$ cat src/rtl/n101_uart_tx.sv
// UART transmit serializer: pulls bytes over ready/valid and sends start, 8 data
// bits LSB-first and 1 or 2 stop bits, each bit lasting io_div+1 clocks.
module n101_uart_tx #(
    parameter int DIV_W     = 16,
    parameter int DATA_BITS = 8
) (
    input  logic             clock,
    input  logic             reset_n,
    input  logic             io_en,
    input  logic [DIV_W-1:0] io_div,
    input  logic             io_nstop,
    input  logic             io_in_valid,
    input  logic [7:0]       io_in_bits,
    output logic             io_in_ready,
    output logic             io_out,
    output logic             io_busy
);

    localparam int FRAME_W = DATA_BITS + 3;
    localparam logic [3:0] BASE_BITS = 4'(DATA_BITS + 2);

    typedef enum logic {
        IDLE  = 1'b0,
        SHIFT = 1'b1
    } state_t;

    state_t             state_reg, state_next;
    logic [DIV_W-1:0]   prescale_reg, prescale_next;
    logic [3:0]         count_reg, count_next;
    logic [FRAME_W-1:0] shift_reg, shift_next;
    logic [FRAME_W-1:0] shift_shifted;
    logic               accept;
    logic               tick;

    // Right shift with ones filled in at the top so trailing bits read as stop bits.
    genvar gi;
    generate
        for (gi = 0; gi < FRAME_W; gi++) begin : g_shift
            if (gi == FRAME_W - 1) begin : g_top
                assign shift_shifted[gi] = 1'b1;
            end else begin : g_body
                assign shift_shifted[gi] = shift_reg[gi+1];
            end
        end
    endgenerate

    assign io_in_ready = io_en & (state_reg == IDLE);
    assign accept      = io_in_valid & io_in_ready;
    assign tick        = (state_reg == SHIFT) && (prescale_reg == '0);
    assign io_busy     = (state_reg == SHIFT);
    assign io_out      = (state_reg == SHIFT) ? shift_reg[0] : 1'b1;

    always_ff @(posedge clock or negedge reset_n) begin
        if (!reset_n) begin
            state_reg    <= IDLE;
            prescale_reg <= '0;
            count_reg    <= '0;
            shift_reg    <= '1;
        end else begin
            state_reg    <= state_next;
            prescale_reg <= prescale_next;
            count_reg    <= count_next;
            shift_reg    <= shift_next;
        end
    end

    always_comb begin
        state_next    = state_reg;
        prescale_next = prescale_reg;
        count_next    = count_reg;
        shift_next    = shift_reg;
        case (state_reg)
            IDLE: begin
                if (accept) begin
                    state_next    = SHIFT;
                    shift_next    = {2'b11, io_in_bits, 1'b0};
                    count_next    = BASE_BITS + {3'b000, io_nstop};
                    prescale_next = io_div;
                end
            end
            SHIFT: begin
                if (tick) begin
                    // Divisor is sampled only at reload, so a mid-frame change never cuts a bit short.
                    shift_next    = shift_shifted;
                    count_next    = count_reg - 4'd1;
                    prescale_next = io_div;
                    if (count_reg == 4'd1) begin
                        state_next = IDLE;
                    end
                end else begin
                    prescale_next = prescale_reg - 1'b1;
                end
            end
            default: state_next = IDLE;
        endcase
    end

endmodule

$ cat config.mk
export PLATFORM = sky130hd
export DESIGN_NAME = n101_uart_tx
export DESIGN_NICKNAME = d
export VERILOG_FILES = /design/src/rtl/n101_uart_tx.sv
export SDC_FILE = /design/constraint.sdc
export NUM_CORES = 1
export LEC_CHECK = 0
export ABC_AREA = 1
export ABC_CLOCK_PERIOD_IN_PS = 1900
export CELL_PAD_IN_SITES_DETAIL_PLACEMENT = 1
export CELL_PAD_IN_SITES_GLOBAL_PLACEMENT = 2
export CORE_AREA = 2 2 60 119
export CTS_BUF_LIST = sky130_fd_sc_hd__clkbuf_8
export DETAILED_ROUTE_END_ITERATION = 8
export DIE_AREA = 0 0 62 121
export GPL_TIMING_DRIVEN = 0
export PLACE_DENSITY = 0.77
export REMOVE_ABC_BUFFERS = 1
export SETUP_SLACK_MARGIN = 0.02
export SLEW_MARGIN = 20
export SYNTH_ARGS = -nofsm -noshare
export SYNTH_HDL_FRONTEND = slang
export SYNTH_SLANG_ARGS = --single-unit
$ cat constraint.sdc
create_clock -name clock -period 1.9 [get_ports clock]
set_input_delay 0.475 -clock clock [delete_from_list [all_inputs] [get_ports clock]]
set_output_delay 0.475 -clock clock [all_outputs]
set_load 0.01 [all_outputs]
# After elaboration in Yosys (flattened, before gate mapping)
# Index checks and enable logic that the tools add are counted.
# word_totals
ff_bits	32
input_bits	29
out_inout_bits	3
elab_cells	30
# op_classes
add_sub_neg	3
n_eq_ne	3
muxes	14
bitwise	3
n_reduce_logical	3
# op_table
operator	count
16-bit two-way mux	2
16-bit one-hot mux with 2 select lines	1
11-bit two-way mux	2
11-bit one-hot mux with 2 select lines	1
16-bit logical NOT	1
16-bit by 1-bit subtractor with 16-bit output, second input constant	1
4-bit two-way mux	2
4-bit one-hot mux with 2 select lines	1
4-bit by 1-bit adder with 4-bit output, first input constant	1
4-bit by 1-bit equality test with 1-bit output, second input constant	1
1-bit two-way mux	4
4-bit by 1-bit subtractor with 4-bit output, second input constant	1
1-bit bitwise AND	2
2-bit by 1-bit != test with 1-bit output, second input constant	1
2-bit != test, second input constant	1
1-bit one-hot mux with 2 select lines	1
2-bit AND reduction	1
1-bit logical AND	1
1-bit inverter	1

# Longest topological paths before layout
# depth
depth_word	5
depth_mapped	11
depth_no_buf	10

# Worst setup path after synthesis
# Ideal clock, no wire load.
# synth_path
kind	flip-flop to output port
start	reg state_reg (netlist: io_busy)
end	out io_out
arrival_ns	1.108
required_time_ns	1.425
setup_slack_ns	0.317
path_stages_with_launch	4
n_path_buf	1
cell_sequence	dfrtp_1 -> buf_6 -> inv_1 -> or2_2
# synth_via
elab_chain_len	1
# synth_lines
element	line_no	rtl
from (decl)	27	state_t state_reg, state_next;
from (signal assigned)	60	state_reg <= state_next;
1-bit two-way mux	51	assign io_out = (state_reg == SHIFT) ? shift_reg[0] : 1'b1;
to (decl)	15	output logic io_out,
# Every way passes these cells.

# Worst setup path in the final report
# layout_path
start	reg state_reg (netlist: io_busy)
end	out io_busy
# layout_rtl
element	line_no	rtl
to (decl)	16	output logic io_busy
# No word-level cell between the ends.

==> run metrics <==
Hold Slack=141 ps; slowest CP cell=dfrtp_4; DP Worst Slack=-826 ps; CP max FO=6; Critical Path Source Type=flip-flop; Ys Warns=0; I/O Buffers=31; Final Slew Violations=0; syn avg cell area=6.97 um2; vias in the first global route=2142; RSZ-0062 raised after global routing=false; Chip Width=62 um; Yosys top cell by area=dfrtp_1; Avg WL per Cell=14.5 um; commonest cells after routing, fill and taps aside=nand2_1 (91), nand3_1 (33), inv_1 (32); Cell Rows=42; gpl congestion=0.788; CP arrival=1360 ps; Die Area=0.00750 mm2; Leak Pwr=1.21 nW; CTS Buffer Depth=2; most used cell, CP=buf_4; GRT Total Usage=18.1%; Post-Syn Instances=284; Initial Utilization=30.1%; Power, Total=2.56 mW; Die H=121 um; ant diodes=0; area taken by flip-flops and latches=766 um2; clk_skew=4.23 ps; largest net degree at the start of global routing=30; WP buf/inv=3; first-pass GRT wire length=9910 um; Clock Sinks=30; CP endpoint kind=output pin; final period utilization=96.7%; initial antenna violation count=0; Worst Setup Slack, final=62.5 ps; Clk pin slew, worst setup/hold paths=70 ps; core area=0.00657 mm2; synthesis-stage register bit count=30; f_max=544 MHz; core occupancy in the finished layout=39.1%; Slew Limit Headroom=64.6%; delay-heaviest family, CP=buffers and inverters; maximum VDD drop=0.000346 V; crit-path cells=buf_4 -> buf_4 -> clkdlybuf4s15_1; worst slew pin tran=529 ps; area delta synth->final=29.6%; drt pass-1 iters=3; fraction of layout instances using a drive strength above 1=15.6%; Synth cell types=32; most common cell after layout, fill and taps aside=nand2_1; Tmin final=1840 ps; H-tree depth=2; multi-input logic area=0.00106 mm2; I/O pin cnt=32; CTS Buf Count=5; Largest stage delay, worst path=500 ps; Fillers=839; final non-filler cell total=414; Syn Std Cell Area=0.00198 mm2; Final Hold Viols=0; hold_buf cts=0; CTS tree=yes; Finished Cell Area=0.00257 mm2; # DRC=0; Routed Antenna Nets=0; pwr dens=999 mW/mm2; post-DR vias/cell=4.79; drt first-iter violations=37; WS Path Type=reg2out; endpoints failing setup=0; Vias=1982; DP HPWL=4290 um; status=finished, final reports clean; final net count=357; max reg flops=16; dominant cells by area after synthesis=dfrtp_1 (27%), nand2_1 (17%), dfstp_2 (12%), nand3_1 (8.3%), inv_1 (6.3%); Worst Hold Class=in2async; CP required=1420 ps; Max Cap Viol=0; setup TNS=0 ps; Post-Route WL=6020 um; sequential share of the synthesized area=38.5%; clock root buffer=clkbuf_8; worst skew pair latency=290 ps; placed inst area=0.00236 mm2; Overflow after GRT=0; share of the synthesized area in the top cell type=26.5%; placed cell count=397
-- where the power goes --
part | leakage [nW] | internal [mW] | switching, mW | total, mW
Combinational | 0.818 | 0.396 | 0.516 | 0.912
Clock | 0.0524 | 0.287 | 0.262 | 0.548
Sequential | 0.335 | 0.872 | 0.231 | 1.10
-- cell type report --
class                      count  area share (%)
clock buffer                   6            3.22
tap                           88            4.29
inverter                      35            5.36
timing repair buffer          41            15.8
multi-input combinational    212            41.2
sequential                    30            29.8
clock inverter                 2           0.341
-- path summary, 6_finish.rpt --
| kind | cells past startpoint | end | slack, ps | from |
|---|---|---|---|---|
| max | 3 | io_busy | 60 | io_busy$_DFF_PN0_ |
| max in group asynchronous | 2 | shift_reg[8]$_DFFE_PN1P_ | 1510 | reset_n |
| min in group clock | 2 | shift_reg[2]$_DFFE_PN1P_ | 470 | shift_reg[2]$_DFFE_PN1P_ |
| max reg2reg | 5 | prescale_reg[2]$_DFFE_PN0P_ | 170 | io_busy$_DFF_PN0_ |
| min | 1 | shift_reg[4]$_DFFE_PN1P_ | 140 | reset_n |
| min reg2reg | 2 | shift_reg[2]$_DFFE_PN1P_ | 470 | shift_reg[2]$_DFFE_PN1P_ |
-- worst register-to-register path: cells and delay by family (launching register included) --
kind | cells | cell delay [ps]
AOI/OAI and AO/OA | 2 | 520
DFF | 1 | 500
and+or+nand+nor | 1 | 160
buffers and inverters | 2 | 450
-- layer usage --
metal / track usage (%) / wire [um] / vias to the layer above
met3: 3.30 / 188 / 15
li1: - / - / 981
met1: 16.7 / 2080 / 956
met2: 34.4 / 3530 / 30
met4: 8.78 / 224 / 0
met5: 0 / 0 / -
-- repair_timing --
action | CTS | global route
pin swaps | 0 | 3
setup endpoints to repair | 33 | 18
resized for setup | 13 | 4
hold endpoints to repair | 0 | 0
setup buffers | 5 | 4
-- cell usage after synthesis, drive strengths merged --
cell type  count
nand2         96
inv           35
nor2          34
nand3         33
dfrtp         21
o21ai         11
dfstp          9
o211ai         8
a21oi          6
buf            6
or2            6
nand4          5
nor3           4
ha             3
nand3b         2
xor2           2
clkbuf         1
o21bai         1
xnor2          1
-- cell families after synthesis --
logic type	synth area share, %
AND/OR/NAND/NOR	40.8
buffers and inverters	9.54
flip-flops	38.5
AO/OA/AOI/OAI	7.90
XOR/XNOR	1.33
adder cells (fa/ha/maj)	1.90
Note: power is estimated with default switching activity, not from simulation.
